<file path="config.mk">
export PLATFORM = sky130hd
export DESIGN_NAME = key_debounce
export DESIGN_NICKNAME = d
export VERILOG_FILES = /design/src/rtl/key_pkg.sv /design/src/rtl/key_sync.sv /design/src/rtl/key_debounce.sv
export SDC_FILE = /design/constraint.sdc
export NUM_CORES = 1
export LEC_CHECK = 0
export CAP_MARGIN = 25
export CORE_AREA = 4 4 52 54
export DETAILED_ROUTE_END_ITERATION = 8
export DIE_AREA = 0 0 56 58
export PLACE_DENSITY = 0.88
export REMOVE_ABC_BUFFERS = 1
export SLEW_MARGIN = 20
export SYNTH_ARGS = -nofsm -noshare
export SYNTH_HDL_FRONTEND = slang
export SYNTH_HIERARCHICAL = 1
export SYNTH_SLANG_ARGS = --single-unit
export TNS_END_PERCENT = 50
</file>
<file path="constraint.sdc">
create_clock -name clk_50mhz -period 3.25 [get_ports clk_50mhz]
set_input_delay 0.65 -clock clk_50mhz [delete_from_list [all_inputs] [get_ports clk_50mhz]]
set_output_delay 0.65 -clock clk_50mhz [all_outputs]
set_load 0.01 [all_outputs]
</file>
<file path="src/rtl/key_pkg.sv">
// rtl/key_pkg.sv - shared key-handling types and default timing constants
// Contents: filter FSM state encoding, 50 MHz timing defaults, max_int helper.
// Shared by key_debounce and key_counter.
package key_pkg;

   typedef enum logic [1:0] {
      IDLE           = 2'd0,
      PRESS_FILTER   = 2'd1,
      DOWN           = 2'd2,
      RELEASE_FILTER = 2'd3
   } key_fsm_e;

   localparam int DEBOUNCE_20MS_50MHZ = 1_000_000;
   localparam int REPEAT_500MS_50MHZ  = 25_000_000;
   localparam int REPEAT_100MS_50MHZ  = 5_000_000;

   function automatic int max_int(input int a, input int b);
      return (a > b) ? a : b;
   endfunction

endpackage

</file>
<file path="src/rtl/key_sync.sv">
// rtl/key_sync.sv - two-flop synchroniser for an asynchronous level, resets high
// Ports:
//   clk  in  clock
//   rst  in  synchronous active-high reset
//   din  in  asynchronous input level
//   dout out synchronised level (two clocks of latency)
module key_sync (
   input  logic clk,
   input  logic rst,
   input  logic din,
   output logic dout
);

   logic sync0;

   always_ff @(posedge clk) begin
      if (rst) begin
         sync0 <= 1'b1;
         dout  <= 1'b1;
      end else begin
         sync0 <= din;
         dout  <= sync0;
      end
   end

endmodule

</file>
<file path="src/rtl/key_debounce.sv">
// rtl/key_debounce.sv - active-low push-button debouncer with press/release strobes
// Optional feature macro: KEY_AUTO_REPEAT_EN (auto-repeat key_press while held).
// Ports:
//   clk_50mhz   in  system clock
//   rst         in  synchronous active-high reset
//   key_in      in  raw asynchronous button level, 0 = pressed
//   key_state   out debounced level, 0 = pressed
//   key_press   out one-cycle strobe on accepted press (and each auto-repeat)
//   key_release out one-cycle strobe on accepted release
module key_debounce
   import key_pkg::*;
#(
   parameter int DEBOUNCE_CYCLES = DEBOUNCE_20MS_50MHZ,
   parameter int REPEAT_DELAY    = REPEAT_500MS_50MHZ,
   parameter int REPEAT_PERIOD   = REPEAT_100MS_50MHZ
) (
   input  logic clk_50mhz,
   input  logic rst,
   input  logic key_in,
   output logic key_state,
   output logic key_press,
   output logic key_release
);

`ifdef KEY_AUTO_REPEAT_EN
   localparam int CNT_MAX = max_int(DEBOUNCE_CYCLES, max_int(REPEAT_DELAY, REPEAT_PERIOD));
`else
   localparam int CNT_MAX = DEBOUNCE_CYCLES;
`endif
   localparam int CNT_W = $clog2(CNT_MAX) + 1;

   localparam logic [CNT_W-1:0] DB_LAST = CNT_W'(DEBOUNCE_CYCLES - 1);

   if (DEBOUNCE_CYCLES < 2) begin : g_bad_debounce
      $error("DEBOUNCE_CYCLES must be >= 2");
   end
   if (REPEAT_DELAY < 1 || REPEAT_PERIOD < 1) begin : g_bad_repeat
      $error("REPEAT_DELAY and REPEAT_PERIOD must be >= 1");
   end

   logic             key_sync_q;
   key_fsm_e         state, state_nxt;
   logic [CNT_W-1:0] cnt, cnt_nxt;
   logic             key_state_nxt, press_nxt, release_nxt;

   key_sync u_sync (
      .clk  (clk_50mhz),
      .rst  (rst),
      .din  (key_in),
      .dout (key_sync_q)
   );

`ifdef KEY_AUTO_REPEAT_EN
   localparam logic [CNT_W-1:0] DLY_LAST = CNT_W'(REPEAT_DELAY - 1);
   localparam logic [CNT_W-1:0] PER_LAST = CNT_W'(REPEAT_PERIOD - 1);

   // Set once the first auto-repeat has fired; switches the DOWN hold
   // counter from the initial delay to the repeat period.
   logic repeating, repeating_nxt;

   always_ff @(posedge clk_50mhz) begin
      if (rst) repeating <= 1'b0;
      else     repeating <= repeating_nxt;
   end
`endif

   always_ff @(posedge clk_50mhz) begin
      if (rst) begin
         state       <= IDLE;
         cnt         <= '0;
         key_state   <= 1'b1;
         key_press   <= 1'b0;
         key_release <= 1'b0;
      end else begin
         state       <= state_nxt;
         cnt         <= cnt_nxt;
         key_state   <= key_state_nxt;
         key_press   <= press_nxt;
         key_release <= release_nxt;
      end
   end

   // cnt is cleared on every state change, so it never has to wrap.
   always_comb begin
      state_nxt     = state;
      cnt_nxt       = cnt;
      key_state_nxt = key_state;
      press_nxt     = 1'b0;
      release_nxt   = 1'b0;
`ifdef KEY_AUTO_REPEAT_EN
      repeating_nxt = repeating;
`endif
      case (state)
         IDLE: begin
            if (!key_sync_q) begin
               state_nxt = PRESS_FILTER;
               cnt_nxt   = '0;
            end
         end
         PRESS_FILTER: begin
            if (key_sync_q) begin
               state_nxt = IDLE;
               cnt_nxt   = '0;
            end else if (cnt == DB_LAST) begin
               state_nxt     = DOWN;
               cnt_nxt       = '0;
               key_state_nxt = 1'b0;
               press_nxt     = 1'b1;
`ifdef KEY_AUTO_REPEAT_EN
               repeating_nxt = 1'b0;
`endif
            end else begin
               cnt_nxt = cnt + 1'b1;
            end
         end
         DOWN: begin
            if (key_sync_q) begin
               state_nxt = RELEASE_FILTER;
               cnt_nxt   = '0;
`ifdef KEY_AUTO_REPEAT_EN
               repeating_nxt = 1'b0;
            end else if (cnt == (repeating ? PER_LAST : DLY_LAST)) begin
               cnt_nxt       = '0;
               press_nxt     = 1'b1;
               repeating_nxt = 1'b1;
            end else begin
               cnt_nxt = cnt + 1'b1;
`endif
            end
         end
         RELEASE_FILTER: begin
            if (!key_sync_q) begin
               // Bounce back to held: the repeat delay starts over.
               state_nxt = DOWN;
               cnt_nxt   = '0;
`ifdef KEY_AUTO_REPEAT_EN
               repeating_nxt = 1'b0;
`endif
            end else if (cnt == DB_LAST) begin
               state_nxt     = IDLE;
               cnt_nxt       = '0;
               key_state_nxt = 1'b1;
               release_nxt   = 1'b1;
            end else begin
               cnt_nxt = cnt + 1'b1;
            end
         end
         default: begin
            state_nxt = IDLE;
            cnt_nxt   = '0;
         end
      endcase
   end

endmodule

</file>
==> out/metrics.yaml <==
floorplan:
  die_w_um: 56
  fp.dieH_um: 58
  row_count: 17
  core_area_sq_um: 2210
  start_util_pct: 61.4
  die_area_sq_um: 3250
  ioPinCount: 6
sta:
  hold_viol: 0
  clock.fmax_ghz: 0.453
  period_share_pct: 67.9
  max-slew-margin-rel_pct: 61.4
  worstMarginPinSlew_ns: 0.573
  finalSetupViolCount: 0
  rsz0062_at_grt: "false"
  finalMaxSlewViolations: 0
  period_needed_ns: 2.21
  holdWs_ns: 0.438
  fin_skew_ns: 0.00246
  setup_tns_ns: 0
  worst_slack_ns: 1.04
synth:
  seq_area_frac_synth_pct: 41.3
  synth_xor_xnor_area_share_pct: 5.16
  synthMuxAreaShare_pct: 1.57
  yosysWarnings: 6
  ys_ff_latch: 28
  avgSynthCellArea_sq_um: 8.82
  synth_top_area_share_pct: 41.3
  synth_top_family_by_area: "simple AND/OR/NAND/NOR gates"
  syn_area_sq_um: 1360
  synth_compound_area_share_pct: 19.2
  synth-simple-area-share_pct: 27.6
  yosysUniqueCellTypes: 39
  yosys.area.top_type: "dfxtp_1"
  synth_area_leaders: "dfxtp_1, a21oi_1, a22o_1, nand2_1, xnor2_1"
  synth_fa_ha_area_share_pct: 0.921
  synthCells: 154
drt:
  avgRoutedWirePerCell_um: 14.1
  drcViolationCount: 0
  drt_wl_total_mm: 2.63
  first_iter_violations: 36
  via_count: 1182
  viasPerCell: 6.35
  drt-pass1-iter-count: 4
  antenna_left: 0
grt:
  grt_pass1_wl_mm: 4.60
  antenna_found_initial: 0
  grt_pass1_vias: 1100
  grt_overflow_total: 0
  grtUsageTotal_pct: 17.3
  grt_max_degree: 31
worst_setup_path:
  path_cells: "or4_1 > nor4_4 > a211oi_2 > buf_4 > a21o_1 > a22o_1"
  crit_path_end_kind: "flop"
  r2r-end: "cnt[14]"
  startpoint_type: "flop"
  crit_type: "reg -> reg"
  reg2regPathDepth: 6
  cp_slowest_cell: "or4_1"
  r2r_start: "cnt[7]"
  critPathArrivalTime_ns: 2.46
  rrSetupSlack_ns: 1.04
  crit_required_ns: 3.51
  cp_max_fo: 30
  slowest_delay_ns: 0.59
final_layout:
  drive_above_1_share_pct: 7.59
  final_core_util_pct: 66.2
  syn_to_final_growth_pct: 7.83
  multi_input_area_sq_um: 741
  finalNonFillerCells: 186
  fin_nets: 163
  fillers: 198
  register_area_sq_um: 561
  final_cell_area_sq_um: 1470
  antenna_cells: 0
clock_tree:
  postCtsSetupBuffers: 0
  htreeDepth: 1
  cts.clk_slew.worst_paths_ns: 0.15
  numCtsBuffers: 3
  clock_sinks: 28
  cts_root_buffer: "clkbuf_4"
  hold_buffers: 0
  cts_buffer_depth: 2
  cts_resized: 0
  cts_tree: "yes"
  clock_latency_ns: 0.34
min_path:
  hold_path_class: "reg -> reg"
  min_to: "u_sync/dout"
  hold_depth: 1
  worstHoldStart: "u_sync/sync0"
placed_design:
  dp_hpwl_mm: 1.87
  gp_congestion: 0.788
  portBuffers: 5
  dpl_cell_area_sq_um: 1410
  dp.cells: 182
  dpl_worst_slack_ns: 0.958
power:
  p_leak_nw: 0.495
  totalPowerFinal_mw: 0.597
  irDropWorstVdd_mv: 0.293
  cellPowerDensity_nw_per_um2: 408
run:
  cap_viol_max_count: 0
status:
  status: "completed"
[cell type report]
cell class	count	share of cell area [%]
clock inverters	1	2.05
flip-flops and latches	28	38.3
multi-input cells	117	50.6
clock buffers	3	1.54
well taps	28	2.39
repair buffers	8	4.95
inverters	1	0.256
[cells in the final DEF, fill, tap and decap left out, drive strengths merged, types with 3 or more instances in the layout]
master | Yosys | routed
a21oi | 15 | 15
a22o | 8 | 8
a31oi | 8 | 8
and3 | 4 | 4
buf | 5 | 3
clkbuf | 3 | 3
clkdlybuf4s50 | 0 | 5
dfxtp | 28 | 28
nand2 | 14 | 14
nand3 | 10 | 10
nand4 | 7 | 7
nor2 | 7 | 7
nor3 | 5 | 5
nor4 | 4 | 4
o21ai | 3 | 3
or2 | 3 | 3
xnor2 | 6 | 6
[worst max-delay path, delay by kind of cell (launching register included)]
kind / cells / cell delay (ns)
AO/OA/AOI/OAI: 3 / 0.51
buffers and inverters: 1 / 0.24
flip-flops: 1 / 0.40
AND/OR/NAND/NOR: 2 / 0.96
[registers in the layout, indices dropped and copies added (netlist names), named ones only]
name,count
state,1
u_sync/sync0,1
u_sync/dout,1
key_release,1
cnt,21
key_press,1
key_state,1
[power by group]
group / switching, mW / leakage, nW / total, mW / internal [mW]
Clock: 0.107 / 0.0279 / 0.232 / 0.125
Combinational: 0.0111 / 0.241 / 0.0188 / 0.00773
Sequential: 0.00152 / 0.226 / 0.347 / 0.345
Total: 0.119 / 0.495 / 0.597 / 0.478
[worst max-delay path by stage]
stage / startpoint / endpoint / slack (ns) / cells past startpoint
5_1_grt: cnt[7] / cnt[14] / 0.96 / 6
4_1_cts: cnt[7] / cnt[14] / 1.05 / 6
2_1_floorplan: flop / cnt[15] / 1.05 / 5
6_report: cnt[7] / cnt[14] / 1.04 / 6
3_3_place_gp: rst / cnt[2] / 1.01 / 5
3_5_place_dp: rst / cnt[2] / 0.96 / 5
[metal layers]
layer,share of wire (%),track usage [%],vias up
met5,0,0,-
met3,4.2,2.45,7
met2,48,29.2,40
met4,2.2,8.81,0
met1,46,21.7,552
li1,-,-,583
[cells by family after synthesis]
group	Yosys count
adder cells (fa/ha/maj)	1
buffers and inverters	9
AO/OA/AOI/OAI	40
flip-flops	28
multiplexers	2
AND/OR/NAND/NOR	66
XOR/XNOR	8
[synthesized netlist by cell type]
cell      instances
nor2_1            7
nor4b_1           1
ha_1              1
clkbuf_1          3
or2_2             1
a41oi_1           2
mux2i_1           1
or3_1             2
nor3b_1           2
buf_2             1
xor2_1            2
nor4_1            3
o21ai_0           3
xnor2_1           6
a31oi_1           8
nor3_1            5
or4_1             1
nand3_1          10
a21oi_1          15
buf_1             1
or4b_4            1
a21o_1            1
inv_1             1
nor4_4            1
nand4b_1          1
mux2_2            1
or2_1             2
a211oi_2          1
or2b_1            2
and2_1            1
and3_1            4
dfxtp_1          28
nand2b_1          1
nand2_1          14
o21bai_1          1
o22ai_1           1
nand4_1           7
a22o_1            8
buf_6             3
No activity file was read; power rests on OpenSTA's default activity.
